`config.mk`:
```
export PLATFORM = sky130hd
export DESIGN_NAME = prog_loader
export DESIGN_NICKNAME = d
export VERILOG_FILES = /design/src/rtl/prog_loader_defs.sv /design/src/rtl/wb_single_write.sv /design/src/rtl/prog_loader.sv
export SDC_FILE = /design/constraint.sdc
export NUM_CORES = 1
export LEC_CHECK = 0
export BUFFER_PORTS_ARGS = -buffer_cell sky130_fd_sc_hd__buf_4
export CAP_MARGIN = 20
export CORE_MARGIN = 5
export CORE_UTILIZATION = 31
export DETAILED_ROUTE_END_ITERATION = 8
export PLACE_DENSITY = 0.58
export SLEW_MARGIN = 40
export SYNTH_ARGS = -nofsm -noshare
export SYNTH_HDL_FRONTEND = slang
export SYNTH_HIERARCHICAL = 1
export SYNTH_SLANG_ARGS = --single-unit
```
`constraint.sdc`:
```
create_clock -name clk -period 2.3 [get_ports clk]
set_clock_uncertainty 0.05 [all_clocks]
set_input_delay 0.23 -clock clk [delete_from_list [all_inputs] [get_ports clk]]
set_output_delay 0.23 -clock clk [all_outputs]
set_load 0.005 [all_outputs]
```
`src/rtl/prog_loader_defs.sv`:
```
// Shared loader definitions: FSM state encoding and frame/bus field widths.
package prog_loader_defs;

  typedef enum logic [2:0] {
    CNT_LO,
    CNT_HI,
    DAT_LO,
    DAT_HI,
    WRITE,
    DONE,
    ERROR
  } state_t;

  localparam int BYTE_W = 8;
  localparam int WORD_W = 16;
  localparam int CNT_W  = 16;
  localparam int WCNT_W = 11;
  localparam int ADR_W  = 24;

endpackage

```
`src/rtl/wb_single_write.sv`:
```
// One Wishbone write transaction: holds cyc/stb/we from i_start until ack or
// until ACK_TIMEOUT consecutive un-acked cycles have elapsed.
module wb_single_write
  import prog_loader_defs::*;
#(
  parameter int ACK_TIMEOUT = 16
) (
  input  logic              clk,
  input  logic              rst,
  input  logic              i_start,
  input  logic [ADR_W-1:0]  i_adr,
  input  logic [WORD_W-1:0] i_dat,
  input  logic              i_ack,
  output logic              o_cyc,
  output logic              o_stb,
  output logic              o_we,
  output logic [ADR_W-1:0]  o_adr,
  output logic [WORD_W-1:0] o_dat,
  output logic              o_done,
  output logic              o_timeout
);

  localparam int TMO_W = $clog2(ACK_TIMEOUT + 1);

  logic             r_busy;
  logic [TMO_W-1:0] r_ack_cnt;

  assign o_done    = r_busy & i_ack;
  // The edge that would bring the counter to ACK_TIMEOUT ends the transaction.
  assign o_timeout = r_busy & ~i_ack & (r_ack_cnt == TMO_W'(ACK_TIMEOUT - 1));

  always_ff @(posedge clk or negedge rst) begin
    if (!rst) begin
      r_busy    <= 1'b0;
      r_ack_cnt <= '0;
    end else if (i_start) begin
      r_busy    <= 1'b1;
      r_ack_cnt <= '0;
    end else if (o_done || o_timeout) begin
      r_busy    <= 1'b0;
      r_ack_cnt <= '0;
    end else if (r_busy) begin
      r_ack_cnt <= r_ack_cnt + 1'b1;
    end
  end

  assign o_cyc = r_busy;
  assign o_stb = r_busy;
  assign o_we  = r_busy;
  assign o_adr = i_adr;
  assign o_dat = i_dat;

endmodule

```
`src/rtl/prog_loader.sv`:
```
// Boot program loader: parses a byte stream (16-bit count, then LE words) and
// writes each word to consecutive Wishbone addresses while holding the CPU.
module prog_loader
  import prog_loader_defs::*;
#(
  parameter logic [ADR_W-1:0] BASE_ADR    = 24'h010000,
  parameter int               MAX_WORDS   = 1024,
  parameter int               ACK_TIMEOUT = 16
) (
  input  logic              clk,
  input  logic              rst,
  input  logic [BYTE_W-1:0] byteData,
  input  logic              byteValid,
  output logic              byteReady,
  output logic [ADR_W-1:0]  wbAdrO,
  output logic [WORD_W-1:0] wbDatO,
  output logic              wbCycO,
  output logic              wbStbO,
  output logic              wbWeO,
  input  logic              wbAckI,
  input  logic              restart,
  output logic              holdCpu,
  output logic              done,
  output logic              error,
  output logic [WCNT_W-1:0] wordsWritten
);

  state_t              r_state;
  logic [CNT_W-1:0]    r_count;
  logic [BYTE_W-1:0]   r_lo;
  logic [WORD_W-1:0]   r_word;
  logic [WCNT_W-1:0]   r_words;

  logic                w_xfer;
  logic                w_start;
  logic                w_wr_done;
  logic                w_wr_tmo;
  logic [CNT_W-1:0]    w_cnt;
  logic [WCNT_W-1:0]   w_words_nxt;
  logic [ADR_W-1:0]    w_adr;

  assign byteReady    = r_state inside {CNT_LO, CNT_HI, DAT_LO, DAT_HI};
  assign done         = (r_state == DONE);
  assign error        = (r_state == ERROR);
  assign holdCpu      = (r_state != DONE);
  assign wordsWritten = r_words;

  assign w_xfer      = byteValid & byteReady;
  assign w_start     = w_xfer & (r_state == DAT_HI);
  assign w_cnt       = {byteData, r_count[BYTE_W-1:0]};
  assign w_words_nxt = r_words + 1'b1;
  assign w_adr       = BASE_ADR + ADR_W'(r_words);

  always_ff @(posedge clk or negedge rst) begin
    if (!rst) begin
      r_state <= CNT_LO;
      r_count <= '0;
      r_word  <= '0;
      r_words <= '0;
    end else begin
      case (r_state)
        CNT_LO: if (w_xfer) begin
          r_count <= CNT_W'(byteData);
          r_state <= CNT_HI;
        end
        CNT_HI: if (w_xfer) begin
          r_count <= w_cnt;
          if (w_cnt == '0)                       r_state <= DONE;
          else if (w_cnt > CNT_W'(MAX_WORDS))    r_state <= ERROR;
          else                                   r_state <= DAT_LO;
        end
        DAT_LO: if (w_xfer) r_state <= DAT_HI;
        DAT_HI: if (w_xfer) begin
          r_word  <= {byteData, r_lo};
          r_state <= WRITE;
        end
        WRITE: begin
          if (w_wr_done) begin
            r_words <= w_words_nxt;
            r_state <= (CNT_W'(w_words_nxt) == r_count) ? DONE : DAT_LO;
          end else if (w_wr_tmo) begin
            r_state <= ERROR;
          end
        end
        DONE, ERROR: if (restart) begin
          r_words <= '0;
          r_count <= '0;
          r_state <= CNT_LO;
        end
        default: r_state <= CNT_LO;
      endcase
    end
  end

  // Low data byte is only consumed after its matching high byte arrives.
  always_ff @(posedge clk) begin
    if (w_xfer && r_state == DAT_LO) r_lo <= byteData;
  end

  wb_single_write #(
    .ACK_TIMEOUT(ACK_TIMEOUT)
  ) u_wr (
    .clk       (clk),
    .rst       (rst),
    .i_start   (w_start),
    .i_adr     (w_adr),
    .i_dat     (r_word),
    .i_ack     (wbAckI),
    .o_cyc     (wbCycO),
    .o_stb     (wbStbO),
    .o_we      (wbWeO),
    .o_adr     (wbAdrO),
    .o_dat     (wbDatO),
    .o_done    (w_wr_done),
    .o_timeout (w_wr_tmo)
  );

endmodule

```
==> key figures <==
Placed design
  – Pre-CTS WS: 120.9 ps
  – Detailed Place HPWL: 5694 µm
  – # port buffers: 57
  – GPL Wtd Cong: 0.8033

Final layout
  – Area of the multi-input gates: 1504 µm²
  – Ant. Diodes: 0
  – Flip-flop and latch area: 1543 µm²
  – # nets final: 399
  – Filler cells: 1127
  – Share of cells above drive strength 1: 30.67%
  – Area delta synth->final: 17.09%

Logic synthesis
  – Sequential area share after synthesis: 44.98%
  – Synth area leaders: dfrtp_1 (38%), buf_4 (9.9%), edfxtp_1 (7.0%)
  – Synth Flop Type: dfrtp_1
  – Post-synth ARST share: 86.67%
  – Post-Synthesis Mean Instance Area: 9.962 µm²
  – Biggest area consumer among synthesized cells: dfrtp_1
  – EDFF count, synth: 8
  – Distinct cell type count after synthesis: 60
  – Synthesis warning total: 6
  – Post-Syn Area: 3427 µm²
  – Cells after Synth: 344
  – Post-synth top area share: 37.97%
  – #FFs+latches synth: 60

Global route
  – GRT overflow: 0
  – Number of global-route vias before repair: 2471
  – Largest net degree at the start of global routing: 53
  – Antenna violations before repair: 0
  – First-pass GRT wire length: 12800 µm
  – GRT Resource Usage Total: 12.49%

STA
  – Total negative slack: 0 ps
  – Final period util: 94.42%
  – Max Freq: 0.4605 GHz
  – RSZ-0062 raised after global routing: no
  – Final Hold Viols: 0
  – Setup WS post-layout: 128.2 ps
  – Worst slew pin tran: 690.4 ps
  – Final setup violation count: 0
  – Max-Slew Margin vs Limit: 53.97%
  – Minimum clock period: 2172 ps
  – Max-slew violation count: 0

Route
  – First-pass detailed-route iteration total: 4
  – Post-route ant nets: 0
  – WL/cell: 15.14 µm
  – Via count: 2591
  – Drt first-iter violations: 169
  – Via density: 4.907
  – DRC Markers: 0
  – Routed WL: 7994 µm

Pwr
  – Power density cells: 1026 nW/µm²
  – Leak Pwr: 1.806 nW
  – Peak VDD IR: 0.3207 mV

Job
  – MaxCap Viol Count: 0

Floorplan
  – Row Count: 38
  – Vert. Die Dim: 115.1 µm
  – Die W: 115.1 µm
  – IO Pins: 71
  – Initial Util: 31.61%
  – Die Area: 13260 µm²
  – Core Area: 10840 µm²

Clock tree
  – CTS clk-pin slew, worst paths: 70 ps
  – CTS sink cnt: 60
  – Htree depth: 3
  – Latest clock arrival within the worst-skew pair: 350 ps
  – Clock buffer count from CTS: 9
  – Root buffer cell: clkbuf_8
  – CTS tree: yes
  – Post-CTS setup-driven buffer insertion count: 0
  – Max clock buf depth: 2

Critical path
  – CP max FO: 5
  – Critical Path Source Type: register
  – Required time of the critical path: 2470 ps
  – Critical path arrival: 2350 ps
  – CP Capture Type: register
  – Crit path kind: reg -> reg

Outcome
  – Outcome: complete, no violations

Hold path
  – Tightest Hold Check Type: in -> reg
## logic make-up (layout without fill, tap and decap cells)
logic type | count (synthesis) | count (layout) | share of synthesized area [%]
and+or+nand+nor | 105 | 105 | 16.36
AOI/OAI and AO/OA | 77 | 77 | 15.52
buffers and inverters | 66 | 99 | 12.56
DFF | 60 | 60 | 44.98
muxes | 21 | 21 | 6.718
xor gates and xnor gates | 10 | 10 | 2.556
adders and majority gates | 3 | 3 | 1.095
other | 2 | 13 | 0.2191
## cell usage in the layout (no fill, tap or decap), types with 3 or more instances in the layout
| master | instances |
|---|---|
| buf_4 | 75 |
| dfrtp_1 | 51 |
| nand2_1 | 38 |
| o21ai_0 | 28 |
| nor2_1 | 18 |
| mux2_2 | 16 |
| conb_1 | 13 |
| clkbuf_8 | 9 |
| a22o_1 | 8 |
| edfxtp_1 | 8 |
| nand3_1 | 7 |
| nand2b_1 | 7 |
| inv_1 | 6 |
| a21oi_1 | 6 |
| mux2i_1 | 5 |
| a31oi_1 | 5 |
| xnor2_1 | 5 |
| xor2_1 | 5 |
| nor2b_1 | 4 |
| or4_1 | 4 |
| and3_1 | 4 |
| o41ai_1 | 4 |
| o31ai_1 | 3 |
| o21ai_1 | 3 |
| o22ai_1 | 3 |
| nor4_1 | 3 |
## sequential cells by signal, indices dropped and copies added (netlist names)
signal	cells
r_word	16
r_state	3
r_lo	8
wordsWritten	11
r_count	16
u_wr/r_ack_cnt	5
u_wr/o_cyc	1
## stage by stage
stage	hold WS [ps]	util, %	instances	power (mW)	instance area [µm²]
finish	54.41	37.02	528	4.119	4013
global route	36.10	37.02	528	4.440	4013
CTS	37.05	36.93	528	4.170	4004
detailed placement	271.7	35.08	511	3.223	3802
global placement	266.8	35.08	511	3.186	3802
floorplan	-115.6	-	355	2.761	3468
## area by class of cell
cell class | instances | area share, %
well taps | 140 | 4.365
inverters | 7 | 0.6548
multi-input cells | 229 | 37.48
repair buffers | 76 | 14.28
flip-flops and latches | 60 | 38.45
clock buffers | 10 | 3.181
clock inverters | 6 | 1.590
## synth_stat cells, drive strengths merged, types with 2 or more instances
cell type / instances
dfrtp: 52
nand2: 38
a21oi: 6
and2: 3
nand2b: 7
and4: 2
nor2b: 4
nand4: 3
mux2i: 5
or4: 4
nor2: 19
a22o: 8
nor4: 5
xnor2: 5
o41ai: 4
inv: 7
a211oi: 2
o311a: 2
a2111oi: 3
a31oi: 5
nand3: 8
a21boi: 2
o22ai: 3
o21ai: 31
o31ai: 3
ha: 3
xor2: 5
nor3: 2
clkbuf: 8
mux2: 16
edfxtp: 8
and3: 4
conb: 2
buf: 51
## critical path: stages (launching register included)
cell	delay, ps
dfrtp_1	350
ha_2	220
nand3_2	150
o21a_1	240
or3_1	390
a2111oi_4	380
and3_1	200
o21ai_1	60
## worst paths after layout
kind | startpoint | to | slack [ps] | cells past startpoint
worst max-delay path | wordsWritten[0] | r_state[1] | 130 | 7
worst min-delay path | byteData[6] | r_lo[6] | 50 | 1
worst max register to register | wordsWritten[0] | r_state[1] | 130 | 7
worst min register to register | r_lo[7] | r_word[7] | 420 | 1
max in group asynchronous | rst | wordsWritten[4] | 1300 | 2
min in group asynchronous | rst | wordsWritten[5] | 420 | 2
## layer usage
layer  vias up  routed length [µm]  track usage [%]
li1       1251                   -                -
met4         0                 202            5.790
met3        15                 350            3.684
met2        56                3820            19.14
met1      1269                3621            16.26
met5         -                   0                0
## report_power, final
group	leakage [nW]	switching (mW)	internal (mW)
Clock	0.0927	0.431	0.500
Sequential	0.743	0.270	1.38
Combinational	0.970	0.728	0.807
## repair_timing
| item | in CTS | in global routing |
|---|---|---|
| resized for setup | 0 | 3 |
| hold buffers | 1 | 0 |
| endpoints found under the setup margin | 0 | 2 |
| hold endpoints to repair | 52 | 0 |
(Power assumes the default switching activity.)
